==> src/rtl/stream_vadd_pkg.sv <==
// stream_vadd_pkg
//   Shared types and helpers for the stream_vadd_n vector adder.
//   - state_t     : controller FSM encoding
//   - count_t     : element counter / expected length type
//   - eot_bit()   : bit index of the EoT flag in a stream word
//   - word_width(): stream word width for a given payload width
package stream_vadd_pkg;

  typedef enum logic [1:0] {
    ST_IDLE  = 2'd0,
    ST_RUN   = 2'd1,
    ST_CLOSE = 2'd2,
    ST_DONE  = 2'd3
  } state_t;

  localparam int COUNT_WIDTH = 64;

  typedef logic [COUNT_WIDTH-1:0] count_t;

  // The EoT flag sits directly above the payload.
  function automatic int eot_bit(input int width);
    return width;
  endfunction

  function automatic int word_width(input int width);
    return width + 1;
  endfunction

endpackage

==> src/rtl/stream_vadd_n_if.sv <==
// stream_vadd_n_if
//   Stream bundle for stream_vadd_n: NUM_IN packed input FIFO heads with
//   per-stream valid/pop, plus one output FIFO write port.
//   master : the adder side (pops inputs, pushes output)
//   slave  : the environment side (presents inputs, accepts output)
interface stream_vadd_n_if #(
  parameter int DATA_WIDTH = 32,
  parameter int NUM_IN     = 2
);
  logic [NUM_IN*(DATA_WIDTH+1)-1:0] in_dout;
  logic [NUM_IN-1:0]                in_empty_n;
  logic [NUM_IN-1:0]                in_read;
  logic [DATA_WIDTH:0]              out_din;
  logic                             out_full_n;
  logic                             out_write;

  modport master (
    input  in_dout, in_empty_n, out_full_n,
    output in_read, out_din, out_write
  );

  modport slave (
    output in_dout, in_empty_n, out_full_n,
    input  in_read, out_din, out_write
  );
endinterface

==> src/rtl/stream_vadd_ofifo.sv <==
// stream_vadd_ofifo
//   DEPTH-entry register FIFO used as the adder's output buffer.
//   clk, rst_n : clock, asynchronous active-low reset
//   push, din  : write port (a push while full is taken only with a pop)
//   pop, dout  : read port, dout is the current head
//   full, empty: occupancy flags, both derived from registered pointers
module stream_vadd_ofifo #(
  parameter int WIDTH = 33,
  parameter int DEPTH = 4
) (
  input  logic             clk,
  input  logic             rst_n,
  input  logic             push,
  input  logic [WIDTH-1:0] din,
  input  logic             pop,
  output logic [WIDTH-1:0] dout,
  output logic             full,
  output logic             empty
);
  localparam int AW = $clog2(DEPTH);

  logic [WIDTH-1:0] mem [DEPTH];
  logic [AW:0]      wr_ptr;
  logic [AW:0]      rd_ptr;
  logic             do_push;
  logic             do_pop;

  // Pointers carry one wrap bit so full and empty are distinguishable.
  assign empty   = (wr_ptr == rd_ptr);
  assign full    = (wr_ptr[AW] != rd_ptr[AW]) && (wr_ptr[AW-1:0] == rd_ptr[AW-1:0]);
  assign dout    = mem[rd_ptr[AW-1:0]];
  assign do_pop  = pop && !empty;
  assign do_push = push && (!full || do_pop);

  always_ff @(posedge clk or negedge rst_n) begin
    if (!rst_n) begin
      wr_ptr <= '0;
      rd_ptr <= '0;
      for (int i = 0; i < DEPTH; i++) mem[i] <= '0;
    end else begin
      if (do_push) begin
        mem[wr_ptr[AW-1:0]] <= din;
        wr_ptr              <= wr_ptr + (AW+1)'(1);
      end
      if (do_pop) rd_ptr <= rd_ptr + (AW+1)'(1);
    end
  end

endmodule

==> src/rtl/stream_vadd_n.sv <==
// stream_vadd_n
//   NUM_IN-input vector adder on FIFO streams with end-of-transfer tokens,
//   run as a leaf task under ap_start/ap_done control.
//   ap_clk, ap_rst_n        : clock, asynchronous active-low reset
//   ap_start                : level start request, held until ap_ready
//   ap_done/ap_ready/ap_idle: task handshake (done/ready pulse one cycle)
//   n                       : expected element count, latched at start
//   elem_count              : data beats emitted this run
//   err_eot                 : sticky, EoT seen on only some lanes of a beat
//   err_len                 : sticky, elem_count != n at close
//   strm                    : input heads/pops and output write port
//
// state | meaning
// IDLE  | waiting for ap_start
// RUN   | summing beats until every lane presents EoT
// CLOSE | close token queued, waiting for the output buffer to drain
// DONE  | one-cycle ap_done/ap_ready pulse
module stream_vadd_n
  import stream_vadd_pkg::*;
#(
  parameter int DATA_WIDTH = 32,
  parameter int NUM_IN     = 2,
  parameter int OUT_DEPTH  = 4,
  parameter int SATURATE   = 0
) (
  input  logic              ap_clk,
  input  logic              ap_rst_n,
  input  logic              ap_start,
  output logic              ap_done,
  output logic              ap_ready,
  output logic              ap_idle,
  input  count_t            n,
  output count_t            elem_count,
  output logic              err_eot,
  output logic              err_len,
  stream_vadd_n_if.master   strm
);
  localparam int WW = word_width(DATA_WIDTH);
  localparam int SW = DATA_WIDTH + $clog2(NUM_IN);

  state_t                state, state_nxt;
  count_t                n_q;
  logic [DATA_WIDTH-1:0] lane_data [NUM_IN];
  logic [NUM_IN-1:0]     lane_eot;
  logic [SW-1:0]         sum_full;
  logic [DATA_WIDTH-1:0] sum_out;
  logic [NUM_IN-1:0]     in_read_c;
  logic                  push, fifo_pop, fifo_full, fifo_empty, beat_ok;
  logic [WW-1:0]         push_word, fifo_dout;
  logic                  cnt_inc, eot_err_set, len_chk, start_take;

  for (genvar g = 0; g < NUM_IN; g++) begin : g_lane
    assign lane_data[g] = strm.in_dout[g*WW +: DATA_WIDTH];
    assign lane_eot[g]  = strm.in_dout[g*WW + eot_bit(DATA_WIDTH)];
  end

  // Wide enough that the sum of all lanes never overflows before clamping.
  always_comb begin
    sum_full = '0;
    for (int i = 0; i < NUM_IN; i++) sum_full = sum_full + SW'(lane_data[i]);
  end

  assign sum_out = (SATURATE != 0 && |sum_full[SW-1:DATA_WIDTH]) ?
                   {DATA_WIDTH{1'b1}} : sum_full[DATA_WIDTH-1:0];

  // A beat may fill the last slot only if the head leaves the same cycle.
  assign fifo_pop = !fifo_empty && strm.out_full_n;
  assign beat_ok  = (state == ST_RUN) && (&strm.in_empty_n) && (!fifo_full || fifo_pop);

  always_comb begin
    state_nxt   = state;
    in_read_c   = '0;
    push        = 1'b0;
    push_word   = '0;
    cnt_inc     = 1'b0;
    eot_err_set = 1'b0;
    len_chk     = 1'b0;
    start_take  = 1'b0;
    ap_done     = 1'b0;
    ap_ready    = 1'b0;
    ap_idle     = 1'b0;
    case (state)
      ST_IDLE: begin
        ap_idle = 1'b1;
        if (ap_start) begin
          start_take = 1'b1;
          state_nxt  = ST_RUN;
        end
      end
      ST_RUN: begin
        if (beat_ok) begin
          if (lane_eot == '0) begin
            in_read_c = '1;
            push      = 1'b1;
            push_word = {1'b0, sum_out};
            cnt_inc   = 1'b1;
          end else if (&lane_eot) begin
            in_read_c = '1;
            push      = 1'b1;
            push_word = {1'b1, {DATA_WIDTH{1'b0}}};
            state_nxt = ST_CLOSE;
          end else begin
            // Drain the lanes still carrying data; EoT lanes wait for the rest.
            in_read_c   = ~lane_eot;
            eot_err_set = 1'b1;
          end
        end
      end
      ST_CLOSE: begin
        if (fifo_empty) begin
          len_chk   = 1'b1;
          state_nxt = ST_DONE;
        end
      end
      ST_DONE: begin
        ap_done  = 1'b1;
        ap_ready = 1'b1;
        if (ap_start) begin
          start_take = 1'b1;
          state_nxt  = ST_RUN;
        end else begin
          state_nxt = ST_IDLE;
        end
      end
      default: state_nxt = ST_IDLE;
    endcase
  end

  always_ff @(posedge ap_clk or negedge ap_rst_n) begin
    if (!ap_rst_n) begin
      state      <= ST_IDLE;
      n_q        <= '0;
      elem_count <= '0;
      err_eot    <= 1'b0;
      err_len    <= 1'b0;
    end else begin
      state <= state_nxt;
      if (start_take) begin
        n_q        <= n;
        elem_count <= '0;
        err_eot    <= 1'b0;
        err_len    <= 1'b0;
      end else begin
        if (cnt_inc)                       elem_count <= elem_count + count_t'(1);
        if (eot_err_set)                   err_eot    <= 1'b1;
        if (len_chk && (elem_count != n_q)) err_len   <= 1'b1;
      end
    end
  end

  stream_vadd_ofifo #(
    .WIDTH (WW),
    .DEPTH (OUT_DEPTH)
  ) u_ofifo (
    .clk   (ap_clk),
    .rst_n (ap_rst_n),
    .push  (push),
    .din   (push_word),
    .pop   (fifo_pop),
    .dout  (fifo_dout),
    .full  (fifo_full),
    .empty (fifo_empty)
  );

  assign strm.in_read   = in_read_c;
  assign strm.out_write = fifo_pop;
  assign strm.out_din   = fifo_dout;

endmodule

==> src/flat_wrapper.sv <==
// flat-port wrapper written by rule: the top's interface ports become plain ports
module stream_vadd_n_flat import stream_vadd_pkg::*;
#(
  parameter int DATA_WIDTH = 32,
  parameter int NUM_IN     = 2,
  parameter int OUT_DEPTH  = 4,
  parameter int SATURATE   = 0
)
  (ap_clk, ap_rst_n, ap_start, ap_done, ap_ready, ap_idle, n, elem_count, err_eot, err_len, strm_in_dout, strm_in_empty_n, strm_out_full_n, strm_in_read, strm_out_din, strm_out_write);
  stream_vadd_n_if #(.DATA_WIDTH(DATA_WIDTH), .NUM_IN(NUM_IN)) strm_i ();
  input  logic ap_clk;
  input  logic ap_rst_n;
  input  logic ap_start;
  output logic ap_done;
  output logic ap_ready;
  output logic ap_idle;
  input  count_t n;
  output count_t elem_count;
  output logic err_eot;
  output logic err_len;
  input wire logic [$bits(strm_i.in_dout)-1:0] strm_in_dout;
  input wire logic [$bits(strm_i.in_empty_n)-1:0] strm_in_empty_n;
  input wire logic [$bits(strm_i.out_full_n)-1:0] strm_out_full_n;
  output wire logic [$bits(strm_i.in_read)-1:0] strm_in_read;
  output wire logic [$bits(strm_i.out_din)-1:0] strm_out_din;
  output wire logic [$bits(strm_i.out_write)-1:0] strm_out_write;
  assign strm_i.in_dout = strm_in_dout;
  assign strm_i.in_empty_n = strm_in_empty_n;
  assign strm_i.out_full_n = strm_out_full_n;
  assign strm_in_read = strm_i.in_read;
  assign strm_out_din = strm_i.out_din;
  assign strm_out_write = strm_i.out_write;
  stream_vadd_n #(.DATA_WIDTH(DATA_WIDTH), .NUM_IN(NUM_IN), .OUT_DEPTH(OUT_DEPTH), .SATURATE(SATURATE)) u_core (.ap_clk(ap_clk), .ap_rst_n(ap_rst_n), .ap_start(ap_start), .ap_done(ap_done), .ap_ready(ap_ready), .ap_idle(ap_idle), .n(n), .elem_count(elem_count), .err_eot(err_eot), .err_len(err_len), .strm(strm_i));
endmodule
==> config.mk <==
export PLATFORM = sky130hd
export DESIGN_NAME = stream_vadd_n_flat
export DESIGN_NICKNAME = d
export VERILOG_FILES = /design/src/rtl/stream_vadd_pkg.sv /design/src/rtl/stream_vadd_n_if.sv /design/src/rtl/stream_vadd_ofifo.sv /design/src/rtl/stream_vadd_n.sv /design/src/flat_wrapper.sv
export SDC_FILE = /design/constraint.sdc
export NUM_CORES = 1
export LEC_CHECK = 0
export CORE_UTILIZATION = 59
export DETAILED_ROUTE_END_ITERATION = 10
export PLACE_DENSITY = 0.87
export SLEW_MARGIN = 0
export SYNTH_ARGS = -nofsm -noshare
export SYNTH_HDL_FRONTEND = slang
export SYNTH_SLANG_ARGS = --single-unit
==> constraint.sdc <==
create_clock -name ap_clk -period 4 [get_ports ap_clk]
set_input_delay 0.8 -clock ap_clk [delete_from_list [all_inputs] [get_ports ap_clk]]
set_output_delay 0.8 -clock ap_clk [all_outputs]
set_load 0.005 [all_outputs]
==> load_flow_metrics.sql <==
INSERT INTO impl_metrics (metric_group, metric, value, unit) VALUES
('outcome', 'status', 'finished clean', ''),
('flow_run', 'cap_violations', '0', ''),
('layout', 'finish.instance_area', '18800', 'sq um'),
('yosys', 'postSynth.topFlopCell', 'sky130_fd_sc_hd__dfrtp_1', ''),
('floorplan', 'core_rows', '57', ''),
('timing', 'setup-violations-final', '0', ''),
('power', 'internal_power', '0.00616', 'W'),
('grt', 'first_global_vias', '12610', ''),
('yosys', 'synth_compound_area_share', '10.9', '%'),
('setup_path', 'timing.reg2reg.setup_slack', '1.16', 'ns'),
('placement', 'gp_routability_congestion', '0.954', ''),
('clock_tree', 'post_cts.repair.setup_buffers', '0', ''),
('power', 'vdd_ir_drop_max', '0.000344', 'V'),
('setup_path', 'rr_startpoint', 'u_core.elem_count[10]', ''),
('power', 'power.share.combinational', '30.4', '%'),
('timing', 'max_freq', '286', 'MHz'),
('layout', 'most_common_cell_after_layout_fill_and_taps_aside', 'sky130_fd_sc_hd__dfrtp_1', ''),
('yosys', 'synth.yosys.warnings', '0', ''),
('grt', 'antenna_found_initial', '0', ''),
('detailed_routing', 'vias', '12596', ''),
('floorplan', 'die_area', '26100', 'sq um'),
('detailed_routing', 'drt-initial-drc-count', '1107', ''),
('clock_tree', 'clock_tree_from_tritoncts', 'yes', ''),
('setup_path', 'worst-endpoint-arrival', '2.69', 'ns'),
('power', 'sw_share', '31.8', '%'),
('power', 'seqPwrFrac', '39.1', '%'),
('timing', 'drv_slew', '0', ''),
('timing', 'clock-skew-final', '0.0144', 'ns'),
('setup_path', 'crit_path_max_incr_delay', '0.64', 'ns'),
('timing', 'grt_setup_unrepaired', 'no', ''),
('yosys', 'register_area_share_after_synthesis', '45.0', '%'),
('grt', 'busiest_layer', 'met2', ''),
('grt', 'grt_first_pass_wirelength', '67600', 'microns'),
('power', 'p_leak', '7.77', 'nW'),
('clock_tree', 'clkLatencyLatePin', '0.56', 'ns'),
('yosys', 'post_synthesis_register_bit_count', '270', ''),
('layout', 'mostFrequentLayoutCells', 'sky130_fd_sc_hd__dfrtp_1 (269), sky130_fd_sc_hd__clkdlybuf4s50_1 (239), sky130_fd_sc_hd__nand2_1 (132)', ''),
('setup_path', 'crit_path_start_kind', 'flop', ''),
('yosys', 'synth-async-reset-ratio', '100', '%'),
('setup_path', 'worst_ep_required_time', '3.20', 'ns'),
('setup_path', 'startpoint', 'u_core.u_ofifo.rd_ptr[0]', ''),
('clock_tree', 'clkSinkCount', '270', ''),
('placement', 'placement.io_buffers', '240', ''),
('clock_tree', 'post_cts_resized', '0', ''),
('grt', 'globalRouteTotalUtil', '33.0', '%'),
('setup_path', 'critical_path.reg2reg.endpoint', 'u_core.elem_count[63]', ''),
('grt', 'pin_count_of_the_biggest_net_entering_global_routing', '132', ''),
('clock_tree', 'htreeDepth', '1', ''),
('floorplan', 'core_area', '24600', 'sq um'),
('clock_tree', 'cts_clock_pin_slew_for_the_worst_setup_and_hold_paths', '0.06', 'ns'),
('yosys', 'synth_top_family_by_area', 'simple AND/OR/NAND/NOR gates', ''),
('yosys', 'postSynthAreaPerCell', '10.4', 'sq um'),
('detailed_routing', 'drt-vias-per-instance', '6.24', ''),
('detailed_routing', 'routed_wire_length_per_instance', '21.0', 'microns'),
('yosys', 'post_synth_instance_area', '15000', 'sq um'),
('floorplan', 'initial_utilization', '61.0', '%'),
('yosys', 'synth_simple_gate_area_share', '16.5', '%'),
('layout', 'insertedDiodeCount', '0', ''),
('detailed_routing', 'drc_errors', '0', ''),
('yosys', 'synth-adder-area-share', '3.97', '%'),
('grt', 'gr_met1_demand_resource', '43.1', '%'),
('setup_path', 'critPathCaptureType', 'primary output', ''),
('clock_tree', 'ctsLongestPathBuffers', '3', ''),
('floorplan', 'boundaryPins', '241', ''),
('grt', 'met2_grt_util', '55.7', '%'),
('yosys', 'synth_edf_count', '0', ''),
('layout', 'post_route_cells_drive_above_1_share', '15.0', '%'),
('yosys', 'syn-num-nets', '1621', ''),
('floorplan', 'die-width', '161', 'microns'),
('grt', 'global_route.usage.met3', '5.14', '%'),
('setup_path', 'timing.reg2reg.worst_path_depth', '7', '');
per-layer routing:
metal	up-vias	wire, microns
met5	-	0
met2	593	20800
met4	0	1650
li1	5673	-
met3	105	3180
met1	6225	16600
flip-flops by register name, indices dropped and copies added, names as in the netlist:
name                   cells
u_core.err_eot             1
u_core.err_len             1
u_core.u_ofifo.wr_ptr      3
u_core.n_q                64
u_core.elem_count         64
u_core.u_ofifo.mem       132
u_core.u_ofifo.rd_ptr      3
u_core.state               2
per-stage QoR:
stage / power [W] / setup WS [ns] / cells / utilization [%] / hold WS (ns)
after floorplan: 0.00536 / 1.01 / 1438 / - / 0.443
after global placement: 0.00615 / 0.288 / 1964 / 72.6 / 0.456
after detailed placement: 0.00627 / 0.186 / 1964 / 72.6 / 0.465
after CTS: 0.00905 / 0.474 / 2018 / 76.6 / 0.400
after global routing: 0.00940 / 0.404 / 2018 / 76.6 / 0.435
final: 0.00903 / 0.508 / 2018 / 76.6 / 0.315
power by group through the flow:
stage          clock network (W)  logic, W  registers, W
2_1_floorplan                  0   0.00190       0.00346
3_3_place_gp                   0   0.00263       0.00352
3_5_place_dp                   0   0.00271       0.00356
4_1_cts                  0.00278   0.00275       0.00353
5_1_grt                  0.00289   0.00293       0.00357
6_report                 0.00275   0.00275       0.00353
final cells by class:
class	count	area, sq um	area share, %
clock inverters	9	104	0.551
well taps	324	405	2.15
repair buffers	285	2780	14.8
clock buffers	45	886	4.70
flip-flops and latches	270	6760	35.9
multi-input cells	1053	7790	41.3
inverters	32	120	0.637
synth_stat cells (all sizes together) (17+ instances only):
library cell	count	area share [%]
nand3	65	2.2
o21ai	64	2.1
nor2	110	2.8
o31ai	25	1.3
nor4	18	1.0
xor2	31	1.9
buf	37	1.2
o211ai	17	0.85
nand2	137	3.4
nand4	40	1.8
inv	32	0.80
clkbuf	46	1.2
nor3	44	1.6
mux2	98	7.4
dfrtp	270	45
mux4	33	5.0
xnor2	102	6.0
or3	30	1.3
ha	46	3.8
a22o	24	1.4
a21oi	48	1.6
logic make-up (layout without fill, tap and decap cells):
kind of cell    count (synthesis)  count (layout)
simple gates                  498             498
flops                         270             270
compound gates                241             241
mux                           134             134
xor+xnor                      133             133
buf+inv                       115             371
fa+ha+maj                      47              47
how the worst max path moves through the flow:
stage | endpoint | cells past startpoint
after global placement | u_core.u_ofifo.mem[92] | 11
after CTS | strm_out_din[31] | 3
final | strm_out_din[5] | 3
after global routing | strm_out_din[15] | 3
after floorplan | u_core.u_ofifo.mem[62] | 9
after detailed placement | u_core.u_ofifo.mem[125] | 11
critical path: cells and delay by family, from the launching register on:
family	cells	cell delay [ns]
DFF	1	0.38
buffers and inverters	2	1.09
muxes	1	0.64
Note: power is estimated with default switching activity, not from simulation.
==> patch, RTL diff (same settings) <==
`SATURATE` is set to 0 in 2 places; all go to 1.
--- a/src/rtl/stream_vadd_n.sv
+++ b/src/rtl/stream_vadd_n.sv
@@ -21,7 +21,7 @@
   parameter int DATA_WIDTH = 32,
   parameter int NUM_IN     = 2,
   parameter int OUT_DEPTH  = 4,
-  parameter int SATURATE   = 0
+  parameter int SATURATE   = 1
 ) (
   input  logic              ap_clk,
   input  logic              ap_rst_n,
--- a/src/flat_wrapper.sv
+++ b/src/flat_wrapper.sv
@@ -4,7 +4,7 @@
   parameter int DATA_WIDTH = 32,
   parameter int NUM_IN     = 2,
   parameter int OUT_DEPTH  = 4,
-  parameter int SATURATE   = 0
+  parameter int SATURATE   = 1
 )
   (ap_clk, ap_rst_n, ap_start, ap_done, ap_ready, ap_idle, n, elem_count, err_eot, err_len, strm_in_dout, strm_in_empty_n, strm_out_full_n, strm_in_read, strm_out_din, strm_out_write);
   stream_vadd_n_if #(.DATA_WIDTH(DATA_WIDTH), .NUM_IN(NUM_IN)) strm_i ();
Function: changed (a bounded check fails within 4 cycles, from zero or initial values and one cycle with ap_rst_n low).
==> patch against the unedited design <==
  * Routed wire length down 2.1%
  * Die area down 3.7%
  * Register-to-register slack worse by 0.35 ns
  * Count of clock-buffer cells in the layout down 7
  * Area after synthesis down 3.8%
  * Total power up 1.7%
  * Setup slack worse by 0.047 ns
  * Sequential share of layout area up 1.0 points
  * Design area down 2.8%
  * Sequential cell count unchanged
  * Utilization up 0.54 points
  * Non-clock buffer count down 11
  * Cell count down 5.9%
  * Critical endpoint is now u_core.u_ofifo.mem[17]$_DFFE_PN0P_
  * Largest cell class unchanged
==> patch: results (changes against the unedited design) <==
- Crit. Startpoint: strm_in_dout[0] (was u_core.u_ofifo.rd_ptr[0]$_DFFE_PN0P_)
- Final HPWL DP: 29,470 um (was 30,000 um)
- Internal power: 6.277 mW (was 6.156 mW)
- Via density: 6.247 (was 6.242)
- Status: completed (unchanged)
- First-pass GRT wire length: 64,380 um (was 67,640 um)
- CTS Buf Count: 28 (was 29)
- Mean area per synthesized cell: 11.03 um2 (was 10.43 um2)
- Highest ir drop seen on vdd: 0.3926 mV (was 0.3443 mV)
- Placed cell areas: 0.01732 mm2 (was 0.01786 mm2)
- Tot GR Track Use: 33.42% (was 33.02%)
- Initial antenna violation count: 2 (was 0)
- Area contributors post-synth: dfrtp_1 (47%), mux2_2 (10%), xnor2_1 (5.5%) (was dfrtp_1 (45%), mux2_2 (7.4%), xnor2_1 (5.9%))
- Fill count: 1,436 (was 1,561)
- Leak Pwr: 7.807 nW (was 7.770 nW)
- Layout Nets: 1,738 (was 1,854)
- Syn Nets: 1,493 (was 1,621)
- Critical Path AT: 3.96 ns (was 2.69 ns)
- Slew headroom: 41.37% (was 32.35%)
- Synth top cells by count: dfrtp_1 (270), mux2_2 (133), nand2_1 (109) (was dfrtp_1 (270), nand2_1 (137), nor2_1 (109))
- DR iter-0 viols: 986 (was 1,107)
- Routability cong.: 0.9305 (was 0.9542)
- Reg-to-Reg Start: u_core.state[1]$_DFFE_PN0P_ (was u_core.elem_count[10]$_DFFE_PN0P_)
- Layout cell share with drive strength beyond 1: 16.44% (was 14.99%)
- Crit path max fanout: 22 (was 35)
- Vias in the first global route: 11,980 (was 12,610)
- Drt first pass iters: 5 (was 7)
- Drt wl/cell: 21.83 um (was 20.97 um)
- Layout Cells excl Fill: 1,898 (was 2,018)
patch: layout make-up:
type	count	area share, %
antenna	4	0.05464
clock buffer	38	4.357
clock inverter	13	1.065
inverter	15	0.3073
multi-input combinational	965	40.34
sequential	270	36.89
tap	319	2.179
timing repair buffer	274	14.81
patch: final timing paths:
check                      slack [ns]                            endpoint  cells past startpoint
max                              0.46  u_core.u_ofifo.mem[17]$_DFFE_PN0P_                     12
max reg2reg                      0.81   u_core.elem_count[56]$_DFFE_PN0P_                     10
min                              0.34          u_core.err_len$_DFFE_PN0P_                      1
min in group ap_clk              0.49  u_core.u_ofifo.mem[13]$_DFFE_PN0P_                      2
max in group asynchronous        2.76          u_core.n_q[11]$_DFFE_PN0P_                      2
min reg2reg                      0.49  u_core.u_ofifo.mem[13]$_DFFE_PN0P_                      2
patch: power by group through the flow:
stage / combinational [mW] / clock, mW / sequential, mW
2_1_floorplan: 1.93 / 0 / 3.49
6_report: 2.84 / 2.76 / 3.57
4_1_cts: 2.82 / 2.78 / 3.56
3_5_place_dp: 2.78 / 0 / 3.59
3_3_place_gp: 2.71 / 0 / 3.55
5_1_grt: 3.04 / 2.89 / 3.61
patch: layer usage:
layer	part of all wire (%)	up-vias	track usage, %
li1	-	5212	-
met1	40	5888	43.26
met2	48	653	54.24
met3	8.3	104	6.696
met4	4.0	0	15.57
met5	0	-	0
patch: stage by stage:
stage	setup TNS (ns)	hold slack, ns	setup slack [ns]
global route	0	0.4060	0.2979
detailed placement	-0.07804	0.4657	-0.02145
floorplan	0	0.4446	0.4903
finish	0	0.3414	0.4608
CTS	0	0.3654	0.4367
global placement	0	0.4556	0.09464
patch: worst max-delay path, cell delays in order:
cell	delay [ns]
clkdlybuf4s50_1	0.40
ha_1	0.27
fa_1	0.40
a211oi_1	0.32
nor2_1	0.08
o31ai_1	0.20
a31oi_1	0.13
a31o_2	0.28
a21oi_1	0.27
buf_12	0.22
o21ai_0	0.26
a22o_1	0.31
patch: kinds of logic (layout without fill, tap and decap cells):
logic type,count (synthesis),after routing,share of synthesized area [%]
compound gates,240,240,10.22
xor+xnor,143,143,8.859
fa+ha+maj,48,48,4.213
buf+inv,74,340,2.037
flops,270,270,46.81
mux,168,168,15.66
other cells,0,4,0
simple gates,366,366,12.20
